File: src/rtl/peak_dpu_lsu.sv
// peak_dpu_lsu: load/store unit, single-outstanding req/gnt/rvalid bus.
// Forms the EA, aligns lanes and reports misalign, bus errors and timeouts.
module peak_dpu_lsu #(
    parameter int unsigned TMO_CYC = 255
) (
    input  logic        clk,
    input  logic        rst,
    input  logic        ex_vld,
    output logic        ex_rdy,
    input  logic [2:0]  ex_ls_op,
    input  logic [31:0] ex_base,
    input  logic [31:0] ex_imm,
    input  logic [31:0] ex_sdata,
    input  logic [4:0]  ex_wr_addr,
    output logic        dbus_req,
    output logic [31:0] dbus_addr,
    output logic        dbus_we,
    output logic [3:0]  dbus_be,
    output logic [31:0] dbus_wdata,
    input  logic        dbus_gnt,
    input  logic        dbus_rvalid,
    input  logic [31:0] dbus_rdata,
    input  logic        dbus_err,
    output logic        wb_vld,
    output logic [4:0]  wb_addr,
    output logic [31:0] wb_data,
    output logic        lsu_misalign,
    output logic        lsu_bus_err,
    output logic [31:0] lsu_exc_addr
);

    typedef enum logic [1:0] {
        IDLE,
        REQ,
        RESP
    } state_t;

    localparam logic [2:0] OP_LB  = 3'd0;
    localparam logic [2:0] OP_LH  = 3'd1;
    localparam logic [2:0] OP_LW  = 3'd2;
    localparam logic [2:0] OP_LBU = 3'd3;
    localparam logic [2:0] OP_LHU = 3'd4;
    localparam logic [2:0] OP_SB  = 3'd5;
    localparam logic [2:0] OP_SH  = 3'd6;
    localparam logic [2:0] OP_SW  = 3'd7;

    // Last counter value before the cycle budget is exhausted.
    localparam logic [7:0] TMO_LAST = 8'(TMO_CYC - 1);

    state_t      state_q;
    state_t      state_d;
    logic [7:0]  cnt_q;
    logic [31:0] ea;
    logic        accept;
    logic        mis;
    logic [3:0]  be_d;
    logic [31:0] wdata_d;
    logic        tmo;
    logic        resp_ok;
    logic        resp_err;

    logic [31:0] ea_q;
    logic [2:0]  op_q;
    logic [4:0]  wr_q;
    logic [3:0]  be_q;
    logic [31:0] wdata_q;
    logic        is_load_q;
    logic [31:0] shifted;
    logic [31:0] ld_data;

    assign ea     = ex_base + ex_imm;
    assign ex_rdy = (state_q == IDLE);
    assign accept = ex_vld & ex_rdy;

    assign dbus_req   = (state_q == REQ);
    assign dbus_addr  = {ea_q[31:2], 2'b00};
    assign dbus_we    = ~is_load_q & (op_q != 3'd0 | 1'b0) & (op_q >= OP_SB);
    assign dbus_be    = be_q;
    assign dbus_wdata = wdata_q;

    assign is_load_q = (op_q < OP_SB);

    // Alignment check and store lane steering for the incoming access.
    always_comb begin
        mis     = 1'b0;
        be_d    = 4'b1111;
        wdata_d = ex_sdata;
        unique case (ex_ls_op)
            OP_LH, OP_LHU: mis = ea[0];
            OP_LW:         mis = |ea[1:0];
            OP_SB: begin
                be_d    = 4'b0001 << ea[1:0];
                wdata_d = {4{ex_sdata[7:0]}};
            end
            OP_SH: begin
                mis     = ea[0];
                be_d    = ea[1] ? 4'b1100 : 4'b0011;
                wdata_d = {2{ex_sdata[15:0]}};
            end
            OP_SW:         mis = |ea[1:0];
            default:       mis = 1'b0;
        endcase
    end

    // Next-state logic, timeout detection and response classification.
    always_comb begin
        state_d  = state_q;
        tmo      = 1'b0;
        resp_ok  = 1'b0;
        resp_err = 1'b0;
        unique case (state_q)
            IDLE: begin
                if (accept && !mis) state_d = REQ;
            end
            REQ: begin
                if (dbus_gnt) begin
                    state_d = RESP;
                end else if (cnt_q == TMO_LAST) begin
                    tmo     = 1'b1;
                    state_d = IDLE;
                end
            end
            RESP: begin
                if (dbus_rvalid) begin
                    resp_err = dbus_err;
                    resp_ok  = ~dbus_err;
                    state_d  = IDLE;
                end else if (cnt_q == TMO_LAST) begin
                    tmo     = 1'b1;
                    state_d = IDLE;
                end
            end
            default: state_d = IDLE;
        endcase
    end

    // Shift the addressed lane down, then sign or zero extend.
    always_comb begin
        shifted = dbus_rdata >> {ea_q[1:0], 3'b000};
        ld_data = shifted;
        unique case (op_q)
            OP_LB:   ld_data = {{24{shifted[7]}}, shifted[7:0]};
            OP_LH:   ld_data = {{16{shifted[15]}}, shifted[15:0]};
            OP_LBU:  ld_data = {24'd0, shifted[7:0]};
            OP_LHU:  ld_data = {16'd0, shifted[15:0]};
            default: ld_data = shifted;
        endcase
    end

    // State register and per-state cycle counter.
    always_ff @(posedge clk or posedge rst) begin
        if (rst) begin
            state_q <= IDLE;
            cnt_q   <= 8'd0;
        end else begin
            state_q <= state_d;
            if (state_d != state_q) cnt_q <= 8'd0;
            else if (state_q != IDLE) cnt_q <= cnt_q + 8'd1;
        end
    end

    // Capture the accepted access; held stable for the whole transaction.
    always_ff @(posedge clk or posedge rst) begin
        if (rst) begin
            ea_q    <= 32'd0;
            op_q    <= 3'd0;
            wr_q    <= 5'd0;
            be_q    <= 4'd0;
            wdata_q <= 32'd0;
        end else if (accept) begin
            ea_q    <= ea;
            op_q    <= ex_ls_op;
            wr_q    <= ex_wr_addr;
            be_q    <= be_d;
            wdata_q <= wdata_d;
        end
    end

    // Registered write-back and exception pulses.
    always_ff @(posedge clk or posedge rst) begin
        if (rst) begin
            wb_vld       <= 1'b0;
            wb_addr      <= 5'd0;
            wb_data      <= 32'd0;
            lsu_misalign <= 1'b0;
            lsu_bus_err  <= 1'b0;
            lsu_exc_addr <= 32'd0;
        end else begin
            wb_vld       <= resp_ok & is_load_q;
            lsu_misalign <= accept & mis;
            lsu_bus_err  <= tmo | resp_err;
            if (resp_ok && is_load_q) begin
                wb_addr <= wr_q;
                wb_data <= ld_data;
            end
            if (accept && mis) lsu_exc_addr <= ea;
            else if (tmo || resp_err) lsu_exc_addr <= ea_q;
        end
    end

endmodule
File: config.mk
export PLATFORM = sky130hd
export DESIGN_NAME = peak_dpu_lsu
export DESIGN_NICKNAME = d
export VERILOG_FILES = /design/src/rtl/peak_dpu_lsu.sv
export SDC_FILE = /design/constraint.sdc
export NUM_CORES = 1
export LEC_CHECK = 0
export CORE_MARGIN = 2
export CORE_UTILIZATION = 51
export CTS_CLUSTER_DIAMETER = 60
export DETAILED_ROUTE_END_ITERATION = 16
export GPL_TIMING_DRIVEN = 0
export PLACE_DENSITY = 0.92
export SYNTH_ARGS = -nofsm -noshare
export SYNTH_HDL_FRONTEND = slang
export SYNTH_SLANG_ARGS = --single-unit
File: constraint.sdc
create_clock -name clk -period 10 [get_ports clk]
set_input_delay 2 -clock clk [delete_from_list [all_inputs] [get_ports clk]]
set_output_delay 2 -clock clk [all_outputs]
set_load 0.01 [all_outputs]
* Word level (Yosys, flattened, before mapping) *
Cells that the tools add are included.

storage, ports and cells
  register bits after elaboration = 158
  bits of input ports = 142
  output and inout bits = 143
  logic and storage cells = 76

operators by class
  add/sub/neg operators = 2
  order comparisons = 2
  equal/unequal tests = 13
  shift operators = 2
  multiplexer cells = 22
  bitwise gates (word level) = 8
  reductions and logical operators = 14

operators with widths
  cell                 count
  $pmux 32 s4          1
  $mux 32              2
  $pmux 32 s2          1
  $add 32x32->32       1
  $shr 32x5->32        1
  $mux 8               2
  $eq 3x3->1 const B   5
  $add 8x1->8 const B  1
  $eq 8x8->1 const B   1
  $mux 2               4
  $pmux 4 s2           1
  $mux 1               7
  $eq 3x1->1 const B   2
  $eq 3x2->1 const B   2
  $pmux 2 s3           1
  $reduce_bool 2->1    3
  $and 1x1->1          5
  $mux 4               1
  $pmux 1 s2           2
  $reduce_or 2->1      2
  $shl 1x2->4 const A  1
  $ge 3x3->1 const B   1
  $logic_and 1x1->1    3
  $logic_not 3->1      1
  other kinds (11)     12

* Logic depth before layout (Yosys ltp) *
  word-level depth = 9
  depth in mapped cells = 13
  gate-level depth less buffers = 12

* Least setup slack after synthesis *
No wires, ideal clock.

  kind = input -> register
  start = input port ex_base[0]
  end = register lsu_exc_addr[0]
  setup time = 0.136 ns
  data arrival time = 4.087 ns
  data required time = 9.864 ns
  setup slack = 5.777 ns
  cell stages on the path = 12
  path buffers = 3
  path through = ha_1 inv_1 fa_1 inv_1 a21oi_1 a311o_1 or2_1 clkbuf_1 inv_1 buf_2 buf_1 o21ai_0

between the ends
  word-level cells in the longest chain between the ends = 5
  elaborated cells between the ends (all ways) = 6
  classes of those cells = 1 x add/sub; 2 x mux; 3 x reduce/logical

RTL lines
  element                                              line     text
  start: declaration                                   11       input logic [31:0] ex_base,
  $add 32x32->32 (*)                                   71       assign ea = ex_base + ex_imm;
  $reduce_or 2->1                                      90, 100
  $pmux 1 s2                                           88       unique case (ex_ls_op)
  $logic_and 1x1->1                                    196      if (accept && mis) lsu_exc_addr <= ea;
  $mux 32 / $reduce_bool 2->1 (equally long branches)  -
  end signal: assignment                               197      else if (tmo || resp_err) lsu_exc_addr <= ea_q;
  end: declaration                                     29       output logic [31:0] lsu_exc_addr

Mark *: on every way between the ends. The rest lies on a longest branch, timed or not.
A chain may end at the register's enable or synchronous reset.

* Worst setup path after layout *
  start = input port ex_base[0]
  end = register lsu_exc_addr[5]

The elaborated chain is that of the path after synthesis.

==> out/qor.yml <==
status:
  status: "finished clean"
place:
  port_buffers: 281
  dpl_cell_area_sq_um: 12400
  hpwl_um: 22300
  dpl.cell_count: 1547
  gp_congestion: 0.976
yosys:
  yosys_warnings: 0
  ys_types: 64
  synthesis.area_sq_um: 9260
  ys_ff_latch: 158
  ys_seq_area_share_pct: 42.7
  synthFlopType: "dfrtp_1"
  async_flop_share_pct: 100
  synth_cells: 1035
  synth.avg_cell_area_sq_um: 8.94
  synth_edf_count: 0
sta:
  final-setup-viol-count: 0
  rsz0062_at_grt: "false"
  skew_ns: 0.00928
  hold_viol_final: 0
  max_freq_mhz: 204
  tightest_slew_ns: 0.717
  finalMaxSlewViolations: 0
  max_slew_margin_pct: 52.2
  timing.final.crit_share_pct: 48.9
  timing.setup.tns_ns: 0
  finalCriticalPeriod_ns: 4.89
critical_path:
  path_class: "in2reg"
  critPathCapture: "lsu_exc_addr[5]"
  crit_required_ns: 10.28
  r2r_start: "state_q[1]"
  crit_path_start: "ex_base[0]"
  path_max_fanout: 10
  r2r_slack_ns: 7.06
  regToRegEndpoint: "lsu_exc_addr[5]"
  reg2reg_depth: 10
  worstSetupEndpointType: "flip-flop"
  arrival_ns: 5.18
  start_kind: "input pin"
routing:
  route.detailed.drc: 0
  drtIter0Drc: 783
  wirelength_um: 29100
  drtPass1Iterations: 6
  vias_per_cell: 5.66
  ant_nets: 0
  routedWlPerCell_um: 18.5
  vias: 8938
clock_tree:
  htree_levels: 4
  cts_buffers: 17
  path_clk_slew_ns: 0.06
  cts.sink_count: 158
  cts_root_buffer: "clkbuf_16"
  post_cts_buffers: 0
  cts_tree: "done"
  hold_buffers: 0
  clock_insertion_delay_worst_skew_ns: 0.43
  cts_buffer_depth: 2
  cts_resized: 0
global_route:
  gr-total-overflow: 0
  track_usage_pct: 30.5
  grt_max_degree: 97
  first_global_vias: 9143
  grt_first_pass_wirelength_um: 47000
  grt_antenna_before_repair: 0
power_and_ir_drop:
  p_switching_mw: 1.32
  power_frac_clock_pct: 18.1
  intPower_mw: 2.25
  pwr-share-seq_pct: 31.8
  vdd_drop_max_uv: 163
  power_density_nw_per_um2: 276
  leakagePower_nw: 5.63
  pwr-share-comb_pct: 50.2
  p_sw_share_pct: 37.0
finish:
  final_common_cell: "clkdlybuf4s50_1"
  fillers: 1278
  fin_area_sq_um: 13000
  layout_common_cells: "clkdlybuf4s50_1 (281), nand2_1 (163), dfrtp_1 (158), a21oi_1 (102), nor2_1 (93)"
  drive_gt1_share_pct: 9.49
  fin_cells: 1578
  area_delta_synth_final_pct: 40.2
  antenna_cells: 0
  fin_nets: 1517
floorplan:
  die_w_um: 139
  rows: 49
  coreArea_sq_um: 17900
  start_util_pct: 51.7
  dieHeight_um: 139
  die-area_sq_um: 19200
  io_pins: 285
hold_path:
  hold_path.class: "reg2reg"
flow_run:
  drv_cap: 0
-- power groups by stage --
stage	Sequential, mW	Combinational [mW]	Clock, mW
after floorplan	1.20	0.817	0
after global placement	1.12	1.72	0
after detailed placement	1.14	1.78	0
after CTS	1.13	1.80	0.653
after global routing	1.17	1.93	0.683
final	1.14	1.79	0.646
-- layout make-up --
cell class	count	area (sq um)	area share, %
multi-input combinational	768	4740	36.6
timing repair buffer	282	2840	21.9
clock buffer	22	474	3.65
tap	229	287	2.21
inverter	16	65.1	0.501
sequential	158	3950	30.5
clock inverter	9	111	0.858
buffer	94	502	3.87
-- cells in the mapped netlist (all sizes together) (3+ instances only) --
master	n	area, sq um
or3	5	36.3
o21a	7	52.6
nor3	7	35.0
o22a	9	78.8
a21o	8	60.1
xnor2	20	175
a31oi	4	40.0
o21bai	4	30.0
o21ai	85	425
inv	16	60.1
dfrtp	158	3950
or2	5	31.3
buf	51	339
and2	14	90.1
o31ai	11	92.6
nand2b	11	68.8
nand4	9	56.3
nor2b	20	125
a21oi	103	519
clkbuf	43	163
ha	37	463
a211oi	12	90.1
a221oi	11	96.3
and3	3	18.8
nor2	93	349
a221o	3	30.0
nand2	163	612
mux2i	30	300
nand3	14	70.1
xor2	12	113
mux2	41	462
-- sequential cells by signal, summed over array words and instances, names as in the netlist --
name          cells
cnt_q             8
dbus_be           4
dbus_wdata       32
ea_q             32
lsu_bus_err       1
lsu_exc_addr     32
lsu_misalign      1
op_q              3
state_q           2
wb_addr           5
wb_data          32
wb_vld            1
wr_q              5
-- layer usage --
| layer | GRT usage, % | part of all wire [%] |
|---|---|---|
| met1 | 36.3 | 38 |
| met2 | 51.0 | 49 |
| met3 | 7.56 | 8.0 |
| met4 | 17.2 | 5.2 |
| met5 | 0 | 0 |
-- worst min-delay path by stage --
stage | slack [ns] | from | cells after the start | endpoint
floorplan | 0.44 | wr_q[0] | 2 | wr_q[0]
global placement | 0.45 | wr_q[2] | 2 | wr_q[2]
detailed placement | 0.46 | wr_q[1] | 2 | wr_q[1]
CTS | 0.48 | wr_q[1] | 2 | wr_q[1]
global route | 0.50 | dbus_be[2] | 2 | dbus_be[2]
finish | 0.47 | wr_q[1] | 2 | wr_q[1]
-- per-stage QoR --
step                      power [mW]  setup slack (ns)  hold slack (ns)  utilization, %
after floorplan                 2.01              3.74            0.440               -
after global placement          2.84              1.77            0.453            69.0
after detailed placement        2.91              4.70            0.459            69.2
after CTS                       3.58              5.14            0.476            72.5
after global routing            3.78              4.95            0.495            72.5
final                           3.58              5.11            0.473            72.5
-- critical path, stage by stage --
cell and delay (ns):
clkdlybuf4s50_1 0.46, ha_1 0.20, inv_1 0.07, fa_1 0.54
inv_1 0.14, a21oi_1 0.07, a311o_1 0.34, or2_1 0.26
clkbuf_1 0.14, inv_1 0.11, buf_2 0.23, buf_1 0.44
a21oi_1 0.15
-- kinds of logic after synthesis --
| kind of cell | after synthesis | share of synthesized area (%) |
|---|---|---|
| fa+ha+maj | 38 | 5.22 |
| simple gates | 355 | 17.1 |
| other cells | 1 | 0.0405 |
| buf+inv | 110 | 6.07 |
| compound gates | 270 | 17.5 |
| flops | 158 | 42.7 |
| xor+xnor | 32 | 3.11 |
| mux | 71 | 8.23 |
No activity file was read; power rests on OpenSTA's default activity.
